==> config.mk <==
export PLATFORM = sky130hd
export DESIGN_NAME = barcode_led_seq
export DESIGN_NICKNAME = d
export VERILOG_FILES = /design/src/rtl/barcode_pkg.sv /design/src/rtl/barcode_pwm_gen.sv /design/src/rtl/barcode_led_seq.sv
export SDC_FILE = /design/constraint.sdc
export NUM_CORES = 1
export LEC_CHECK = 0
export ABC_AREA = 1
export CORE_UTILIZATION = 54
export CTS_BUF_LIST = sky130_fd_sc_hd__clkbuf_4 sky130_fd_sc_hd__clkbuf_8
export DETAILED_ROUTE_END_ITERATION = 8
export HOLD_SLACK_MARGIN = 0.12
export PLACE_DENSITY_LB_ADDON = 0.08
export SYNTH_ARGS = -nofsm -noshare
export SYNTH_HDL_FRONTEND = slang
export SYNTH_SLANG_ARGS = --single-unit
==> constraint.sdc <==
create_clock -name clk -period 6.4 [get_ports clk]
set_clock_uncertainty 0.05 [all_clocks]
set_input_delay 0.64 -clock clk [delete_from_list [all_inputs] [get_ports clk]]
set_output_delay 0.64 -clock clk [all_outputs]
set_load 0.01 [all_outputs]
==> src/rtl/barcode_pkg.sv <==
// Shared types and constants for the barcode LED sequencer.
// Holds the sequencer state enum and the output bundle that is driven
// while idle and while held in reset.
package barcode_pkg;

    typedef enum logic [1:0] {
        ST_IDLE = 2'd0,
        ST_RAMP = 2'd1,
        ST_ON   = 2'd2,
        ST_OFF  = 2'd3
    } state_e;

    // Registered output bundle of the sequencer
    typedef struct packed {
        logic       pwm;
        logic [3:0] cbit;
        logic       ir500;
        logic       busy;
        logic       done;
    } led_out_t;

    localparam logic       IDLE_PWM   = 1'b0;
    localparam logic [3:0] IDLE_CBIT  = 4'd0;
    localparam logic       IDLE_IR500 = 1'b0;
    localparam logic       IDLE_BUSY  = 1'b0;
    localparam logic       IDLE_DONE  = 1'b0;

    // Value of every output in IDLE and in reset
    localparam led_out_t LED_OUT_IDLE = '{
        pwm:   IDLE_PWM,
        cbit:  IDLE_CBIT,
        ir500: IDLE_IR500,
        busy:  IDLE_BUSY,
        done:  IDLE_DONE
    };

endpackage

==> src/rtl/barcode_pwm_gen.sv <==
// Period/on-time counter for the barcode LED PWM.
// While run is high the counter walks 0..period-1 and wraps; on_end marks
// the last high cycle of a pulse and pulse_end the last cycle of the period.
// When run is low the counter sits at zero so a pulse always starts clean.
module barcode_pwm_gen
    import barcode_pkg::*;
#(
    parameter int CNT_W = 16
) (
    input  logic             clk,
    input  logic             rst_n,
    input  logic             run,
    input  logic [CNT_W-1:0] period,
    input  logic [CNT_W-1:0] on_time,
    output logic             on_end,
    output logic             pulse_end
);

    logic [CNT_W-1:0] cnt_q;
    logic [CNT_W-1:0] cnt_d;
    logic [CNT_W:0]   cnt_inc;

    // One extra bit so the compare against the full-scale period cannot wrap
    assign cnt_inc   = {1'b0, cnt_q} + (CNT_W+1)'(1);
    assign on_end    = run && (cnt_inc == {1'b0, on_time});
    assign pulse_end = run && (cnt_inc == {1'b0, period});

    // Next count: advance while running, wrap at the end of the period
    always_comb begin
        cnt_d = '0;
        if (run && !pulse_end) begin
            cnt_d = cnt_inc[CNT_W-1:0];
        end
    end

    // Count register
    always_ff @(posedge clk or negedge rst_n) begin
        if (!rst_n) begin
            cnt_q <= '0;
        end else begin
            cnt_q <= cnt_d;
        end
    end

endmodule

==> src/rtl/barcode_led_seq.sv <==
// Barcode LED burst sequencer.
// Captures a burst configuration on start, optionally soft-starts the LED
// current code, then emits cfg_pulses PWM pulses (or runs until abort when
// cfg_pulses is zero). abort or poc drop everything back to IDLE.
// Build option: define BARCODE_SOFTSTART_EN to ramp the current code from 0
// to the target in RAMP_DIV-cycle steps before the first pulse; otherwise
// the target code is applied on the start edge and pulsing begins at once.
module barcode_led_seq
    import barcode_pkg::*;
#(
    parameter int CNT_W    = 16,
    parameter int RAMP_DIV = 64
) (
    input  logic             clk,
    input  logic             rst_n,
    input  logic             start,
    input  logic             abort,
    input  logic             poc,
    input  logic [CNT_W-1:0] cfg_period,
    input  logic [CNT_W-1:0] cfg_on,
    input  logic [CNT_W-1:0] cfg_pulses,
    input  logic [3:0]       cfg_current,
    input  logic             cfg_ir500,
    output logic             barcode_pwm,
    output logic [3:0]       cbit_barcode,
    output logic             cbit_ir500,
    output logic             busy,
    output logic             done
);

    localparam int             RW        = $clog2(RAMP_DIV + 1);
    localparam logic [RW-1:0]  RAMP_LAST = RW'(RAMP_DIV - 1);

    state_e           state_q,   state_d;
    led_out_t         out_q,     out_d;
    logic [CNT_W-1:0] period_q,  period_d;
    logic [CNT_W-1:0] on_q,      on_d;
    logic [CNT_W-1:0] pulses_q,  pulses_d;
    logic [3:0]       current_q, current_d;
    logic [CNT_W-1:0] pcnt_q,    pcnt_d;
    logic [RW-1:0]    rcnt_q,    rcnt_d;

    logic       cfg_ok;
    logic       accept;
    logic       kill;
    logic       run;
    logic       on_end;
    logic       pulse_end;
    logic [3:0] cbit_step;

    // A burst needs a non-empty period with a strictly shorter high time
    assign cfg_ok = (cfg_period != '0) && (cfg_on != '0) && (cfg_on < cfg_period);
    assign accept = (state_q == ST_IDLE) && start && !abort && !poc && cfg_ok;
    assign kill   = (state_q != ST_IDLE) && (abort || poc);
    assign run    = (state_q == ST_ON) || (state_q == ST_OFF);

    barcode_pwm_gen #(
        .CNT_W (CNT_W)
    ) u_pwm_gen (
        .clk       (clk),
        .rst_n     (rst_n),
        .run       (run),
        .period    (period_q),
        .on_time   (on_q),
        .on_end    (on_end),
        .pulse_end (pulse_end)
    );

    // Sequencer next-state and registered-output logic
    always_comb begin
        state_d   = state_q;
        out_d     = out_q;
        out_d.done = 1'b0;
        period_d  = period_q;
        on_d      = on_q;
        pulses_d  = pulses_q;
        current_d = current_q;
        pcnt_d    = pcnt_q;
        rcnt_d    = rcnt_q;
        cbit_step = out_q.cbit + 4'd1;

        case (state_q)
            ST_IDLE: begin
                out_d = LED_OUT_IDLE;
                if (accept) begin
                    period_d    = cfg_period;
                    on_d        = cfg_on;
                    pulses_d    = cfg_pulses;
                    current_d   = cfg_current;
                    pcnt_d      = '0;
                    rcnt_d      = '0;
                    out_d.busy  = 1'b1;
                    out_d.ir500 = cfg_ir500;
`ifdef BARCODE_SOFTSTART_EN
                    out_d.cbit  = 4'd0;
                    if (cfg_current == 4'd0) begin
                        state_d   = ST_ON;
                        out_d.pwm = 1'b1;
                    end else begin
                        state_d   = ST_RAMP;
                    end
`else
                    out_d.cbit  = cfg_current;
                    out_d.pwm   = 1'b1;
                    state_d     = ST_ON;
`endif
                end
            end

            ST_RAMP: begin
                out_d.pwm = 1'b0;
                if (rcnt_q == RAMP_LAST) begin
                    rcnt_d     = '0;
                    out_d.cbit = cbit_step;
                    if (cbit_step == current_q) begin
                        state_d   = ST_ON;
                        out_d.pwm = 1'b1;
                    end
                end else begin
                    rcnt_d = rcnt_q + RW'(1);
                end
            end

            ST_ON: begin
                if (on_end) begin
                    state_d   = ST_OFF;
                    out_d.pwm = 1'b0;
                    if (pcnt_q != '1) begin
                        pcnt_d = pcnt_q + CNT_W'(1);
                    end
                end
            end

            ST_OFF: begin
                if (pulse_end) begin
                    if ((pulses_q != '0) && (pcnt_q == pulses_q)) begin
                        state_d    = ST_IDLE;
                        out_d      = LED_OUT_IDLE;
                        out_d.done = 1'b1;
                    end else begin
                        state_d   = ST_ON;
                        out_d.pwm = 1'b1;
                    end
                end
            end

            default: begin
                state_d = ST_IDLE;
                out_d   = LED_OUT_IDLE;
            end
        endcase

        // abort / pad power loss override everything, no done
        if (kill) begin
            state_d = ST_IDLE;
            out_d   = LED_OUT_IDLE;
        end
    end

    // State, shadow and output registers
    always_ff @(posedge clk or negedge rst_n) begin
        if (!rst_n) begin
            state_q   <= ST_IDLE;
            out_q     <= LED_OUT_IDLE;
            period_q  <= '0;
            on_q      <= '0;
            pulses_q  <= '0;
            current_q <= '0;
            pcnt_q    <= '0;
            rcnt_q    <= '0;
        end else begin
            state_q   <= state_d;
            out_q     <= out_d;
            period_q  <= period_d;
            on_q      <= on_d;
            pulses_q  <= pulses_d;
            current_q <= current_d;
            pcnt_q    <= pcnt_d;
            rcnt_q    <= rcnt_d;
        end
    end

    assign barcode_pwm  = out_q.pwm;
    assign cbit_barcode = out_q.cbit;
    assign cbit_ir500   = out_q.ir500;
    assign busy         = out_q.busy;
    assign done         = out_q.done;

endmodule

==> summary.md, run 1 <==
| Metric | Value |
|---|---|
| Status | `finished clean` |
| 1st-iter DRT viols | `401` |
| Number of I/O port buffers | `65` |
| Post-synthesis sequential area ratio | `38.4%` |
| Die Span Y | `112 um` |
| GRT overflow | `0` |
| Inst Count DP | `1117` |
| Slew Limit Fails | `0` |
| Layout cell share with drive strength beyond 1 | `3.94%` |
| Total CTS buffers | `9` |
| Most frequent cells in the layout | `nand2_1 (289), inv_1 (109), dfrtp_1 (101), nor2_1 (91), nand3_1 (68)` |
| WL per Instance | `14.7 um` |
| ANT cells | `0` |
| Hold buffers post-CTS | `0` |
| Top area cells in the synthesized netlist | `dfrtp_1 (38%), nand2_1 (17%), inv_1 (6.2%), nor2_1 (5.2%), nand3_1 (5.2%)` |
| Worst flop-to-flop path endpoint | `cbit_barcode[3]$_DFFE_PN0P_` |
| Fin nets | `1066` |
| TritonCTS clock tree | `built` |
| Non-Filler Instances | `1132` |
| Vias in the first global route | `5990` |
| Ports | `66` |
| Syn_area_per_cell | `7.06 um2` |
| Post_cts resized | `0` |
| WS Path Type | `input pin to flop` |
| Total power | `0.00252 W` |
| Critical path fanouts, max | `38` |
| CTS max path bufs | `2` |
| DR vias/cell | `5.34` |
| Leak | `3.68 nW` |
| Vias post-DR | `6048` |
| H-tree levels | `3` |
| Ys Warns | `0` |
| Largest net degree at the start of global routing | `70` |
| Most used DFF post-synth | `dfrtp_1` |
| Final hold violation count | `0` |
| Clock Pin Slew Worst Setup and Hold Paths | `100 ps` |
| FMAX | `0.270 GHz` |
| Yosys top cell by area | `dfrtp_1` |
| Number of synthesized register bits | `101` |
| First-pass GRT wire length | `28.1 mm` |
| Post-Synthesis Net Count | `1012` |
| Drc violations | `0` |
| Synth top area share | `38.4%` |
| Routability cong. | `0.918` |
| Xor/xnor share of the synthesized area | `5.63%` |
| Main combinational cell family by area after synthesis | `simple AND/OR/NAND/NOR gates` |
| Sum Neg Setup Slack | `0 ps` |
| Post-Syn Area | `6570 um2` |
| RSZ-0062 raised after global routing | `no` |
| # setup viols final | `0` |
| Die area | `12600 um2` |
| Initial antenna violation count | `0` |
| Synth Area in Compound Gates | `7.19%` |
| Clk_lat worst skew | `380 ps` |
| Setup Buffers After CTS | `0` |
| Die W | `112 um` |
| Worst EP required | `6660 ps` |
| Synth unique cells | `45` |
| Hold WC Path Type | `input pin to async pin` |
| Least-Margin Pin Slew | `1190 ps` |
| Setup crit end kind | `flop` |
| Max VDD drop | `201 uV` |
| Commonest non-fill, non-tap cell in the layout | `nand2_1` |
| Post-synth EDFFs | `0` |
| Area growth syn-to-layout | `14.5%` |
| R2r setup slk | `3160 ps` |
| GRT Total Usage | `28.1%` |
| Simple-gate share of the synthesized area | `36.2%` |
| Clock Sinks | `101` |
| R2R depth | `12` |
| Initial core utilization | `56.4%` |
| Core area | `11700 um2` |
| DP HPWL | `12.6 mm` |
| Routed Antenna Nets | `0` |
| Reg2Reg Launch Point | `state_q[0]$_DFFE_PN0P_` |
| Fraction of registers with async set/reset | `100%` |
| Worst EP arrival | `3970 ps` |
| Num rows | `39` |
| Final hold slack | `132 ps` |
| Fin crit period | `3700 ps` |
| Tcrit/Tclk final | `57.9%` |
| Pwr Density | `335 nW/um2` |
| Synthesized instance count | `931` |
| Root Buffer Master | `clkbuf_8` |
| Mux contribution to synthesized area | `0%` |
| Max Cap Viol | `0` |
| Post-synthesis adder-cell area fraction | `4.38%` |
| Startpoint types | `input pin` |
| Max_slew headroom | `19.8%` |
| TritonRoute pass-1 iters | `5` |
| Drt total wl | `16.6 mm` |
[kinds of logic after synthesis]
group	count (synthesis)
xor+xnor	39
flops	101
compound gates	88
fa+ha+maj	23
simple gates	542
buf+inv	138
[how the worst max path moves through the flow]
stage | start | endpoint | slack (ps) | cells after the start
finish | cfg_period[5] | cbit_barcode[3]$_DFFE_PN0P_ | 2700 | 13
global route | cfg_period[5] | cbit_barcode[3]$_DFFE_PN0P_ | 2430 | 13
CTS | cfg_period[5] | cbit_barcode[3]$_DFFE_PN0P_ | 2710 | 13
detailed placement | cfg_period[5] | cbit_barcode[3]$_DFFE_PN0P_ | 2320 | 13
global placement | cfg_period[5] | cbit_barcode[1]$_DFFE_PN0P_ | 2420 | 13
floorplan | cfg_period[15] | pcnt_q[10]$_DFFE_PN0P_ | 3970 | 14
[area by class of cell]
cell class	count	area, um2
Clock inverter	3	43.8
Tap cell	143	179
Timing Repair Buffer	68	671
Fill cell	1066	4140
Multi-Input combinational cell	692	3510
Inverter	113	424
Sequential cell	101	2530
Clock buffer	12	165
[per-stage QoR]
stage / instance area [um2] / setup WS, ps / utilization, %
after CTS: 7520 / 2710 / 64.5
final: 7520 / 2700 / 64.5
after global placement: 7320 / 2420 / 62.7
after detailed placement: 7320 / 2320 / 62.7
after floorplan: 6570 / 3970 / -
after global routing: 7520 / 2430 / 64.5
[metal layers]
layer | up-vias | global-route usage, % | share of wire, %
met1 | 2801 | 35.2 | 45
met3 | 17 | 5.08 | 3.6
met5 | - | 0 | 0
li1 | 3117 | - | -
met2 | 113 | 49.9 | 50
met4 | 0 | 7.82 | 1.1
[cells in the mapped netlist (all sizes together) (2+ instances only)]
cell,count
nor3b,3
or2,6
dfrtp,101
buf,7
nand4,44
inv,111
nand3,69
nand3b,5
ha,23
xnor2,10
nand2,294
o21bai,2
clkinv,2
nor4,11
a21oi,14
nor2,95
xor2,27
a31oi,4
o21ai,63
clkbuf,18
nor3,12
[registers in the layout, summed over array words and instances, names as in the netlist]
register,cells
on_q,16
pcnt_q,16
period_q,16
pulses_q,16
u_pwm_gen.cnt_q,16
rcnt_q,7
cbit_barcode,4
current_q,4
state_q,2
barcode_pwm,1
busy,1
cbit_ir500,1
done,1
[where the power goes]
part | leakage (nW) | internal [W] | total [W] | switching [W]
clock network | 0.108 | 0.000211 | 0.000437 | 0.000226
logic | 2.25 | 0.000411 | 0.00105 | 0.000643
registers | 1.33 | 0.000838 | 0.00103 | 0.000188
[worst max-delay path, cell delays in order]
cell and delay [ps]:
clkdlybuf4s50_1 450, inv_1 50, ha_1 310, a21oi_1 140, nand3b_1 110, nand2_1 60, o21ai_0 370, nand2_2 410
inv_1 960, nand2_1 160, nand2_1 110, nand2_1 60, o21ai_1 120
(Power assumes the default switching activity.)
==> inputs of run 2 (changes only) <==
clock period = 3.5 ns   (was 6.4 ns; I/O delays follow)
==> summary.md, run 2 (same netlist as run 1, synthesis figures left out) <==
| Metric | Value |
|---|---|
| Status | `finished clean` |
| Vias in the first global route | `5797` |
| Sum Neg Setup Slack | `0 ps` |
| Drc violations | `0` |
| Die Span Y | `112 um` |
| Clock Sinks | `101` |
| Max_slew headroom | `30.0%` |
| Hold buffers post-CTS | `1` |
| Clock Pin Slew Worst Setup and Hold Paths | `110 ps` |
| Most frequent CP cell | `nand2_1` |
| WL per Instance | `14.4 um` |
| TritonRoute pass-1 iters | `5` |
| Worst path cell trace | `ha_1, nand2_1, nor2_1, nand3_1, clkinv_1, nand2_1, nand2_1, nand2_1, nand2_1, nand3_1, nor2_1, nand2_1, nand2_1, nand2_2, nand2_1, o21ai_1` |
| GRT overflow | `0` |
| WS Path Type | `flop to flop` |
| Max VDD drop | `541 uV` |
| FMAX | `0.355 GHz` |
| Setup crit end kind | `flop` |
| Max Cap Viol | `0` |
| ANT cells | `0` |
| Crit-path max cell delay | `500 ps` |
| Number of I/O port buffers | `65` |
| # setup viols final | `0` |
| Startpoint types | `flop` |
| Least-Margin Pin Slew | `1040 ps` |
| GRT Total Usage | `28.3%` |
| Post_cts resized | `0` |
| 1st-iter DRT viols | `389` |
| Final hold violation count | `0` |
| Routability cong. | `0.907` |
| Area growth syn-to-layout | `14.9%` |
| Critical path fanouts, max | `8` |
| Worst EP arrival | `3050 ps` |
| Layout cell share with drive strength beyond 1 | `4.33%` |
| RSZ-0062 raised after global routing | `no` |
| DP HPWL | `12.5 mm` |
| Fin nets | `1070` |
| Pwr Density | `608 nW/um2` |
| Die area | `12600 um2` |
| Core area | `11700 um2` |
| Slowest stage cell, crit path | `dfrtp_1` |
| Largest net degree at the start of global routing | `65` |
| Total CTS buffers | `9` |
| Clk_lat worst skew | `410 ps` |
| Fin crit period | `2810 ps` |
| H-tree levels | `3` |
| Slew Limit Fails | `0` |
| Inst Count DP | `1120` |
| Die W | `112 um` |
| Num rows | `39` |
| Initial antenna violation count | `0` |
| DR vias/cell | `5.34` |
| Drt total wl | `16.3 mm` |
| Tcrit/Tclk final | `80.4%` |
| Vias post-DR | `6067` |
| CTS max path bufs | `2` |
| TritonCTS clock tree | `built` |
| Commonest non-fill, non-tap cell in the layout | `nand2_1` |
| Non-Filler Instances | `1137` |
| Root Buffer Master | `clkbuf_8` |
| Hold WC Path Type | `input pin to flop` |
| Ports | `66` |
| First-pass GRT wire length | `28.0 mm` |
| Routed Antenna Nets | `0` |
| Setup Buffers After CTS | `0` |
| Leak | `3.69 nW` |
| Most frequent cells in the layout | `nand2_1 (289), inv_1 (109), dfrtp_1 (101), nor2_1 (91), nand3_1 (68)` |
| Initial core utilization | `56.4%` |
| Worst EP required | `3730 ps` |
-- run 2: changes by cell type in the layout (fill, tap and decap cells not counted) --
cell / change
clkinvlp_4: +2
clkinv_2: -1
dlygate4sd3_1: +1
inv_6: +3
clkbuf_8: -3
buf_4: +3
-- run 2: routing by layer --
layer | vias to the layer above | track usage (%) | routed length (um)
li1 | 3128 | - | -
met1 | 2806 | 35.5 | 7110
met2 | 110 | 49.6 | 8300
met3 | 23 | 5.83 | 668
met4 | 0 | 8.00 | 263
met5 | - | 0 | 0
-- run 2: worst paths after layout --
path	startpoint	end	slack, ps	cells past startpoint
max in group asynchronous	rst_n	pcnt_q[7]$_DFFE_PN0P_	2080	3
max	u_pwm_gen.cnt_q[0]$_DFF_PN0_	cbit_barcode[0]$_DFFE_PN0P_	690	16
min	cfg_pulses[8]	pulses_q[8]$_DFFE_PN0P_	420	3
min in group asynchronous	rst_n	u_pwm_gen.cnt_q[13]$_DFF_PN0_	510	2
max reg2reg	u_pwm_gen.cnt_q[0]$_DFF_PN0_	cbit_barcode[0]$_DFFE_PN0P_	690	16
min reg2reg	on_q[9]$_DFFE_PN0P_	on_q[9]$_DFFE_PN0P_	460	2
-- run 2: worst max-delay path, delay by kind of cell, from the launching register on --
family	cells	cell delay, ps
adder cells (fa/ha/maj)	1	310
flip-flops	1	500
buffers and inverters	1	100
AND/OR/NAND/NOR	13	1650
AO/OA/AOI/OAI	1	70
-- run 2: power breakdown --
group / total [W] / internal, W / switching (W)
logic: 0.00192 / 0.000761 / 0.00116
clock network: 0.000791 / 0.000339 / 0.000452
registers: 0.00188 / 0.00153 / 0.000346
total: 0.00459 / 0.00263 / 0.00196
-- run 2: area by class of cell --
class / instances / area (um2)
Fill cell: 1072 / 4110
Tap cell: 143 / 179
Clock buffer: 9 / 124
Timing Repair Buffer: 72 / 703
Inverter: 113 / 424
Clock inverter: 7 / 80.1
Multi-Input combinational cell: 692 / 3510
Sequential cell: 101 / 2530
-- run 2: metrics by stage --
step | cell area (um2) | total power, W | utilization [%] | hold WS (ps) | worst slack, ps
finish | 7550 | 0.00459 | 64.8 | 425 | 686
CTS | 7550 | 0.00461 | 64.8 | 418 | 681
global route | 7550 | 0.00499 | 64.8 | 432 | 387
global placement | 7340 | 0.00377 | 62.9 | 418 | 531
floorplan | 6570 | 0.00325 | - | 4.41 | 1310
detailed placement | 7340 | 0.00381 | 62.9 | 433 | 518
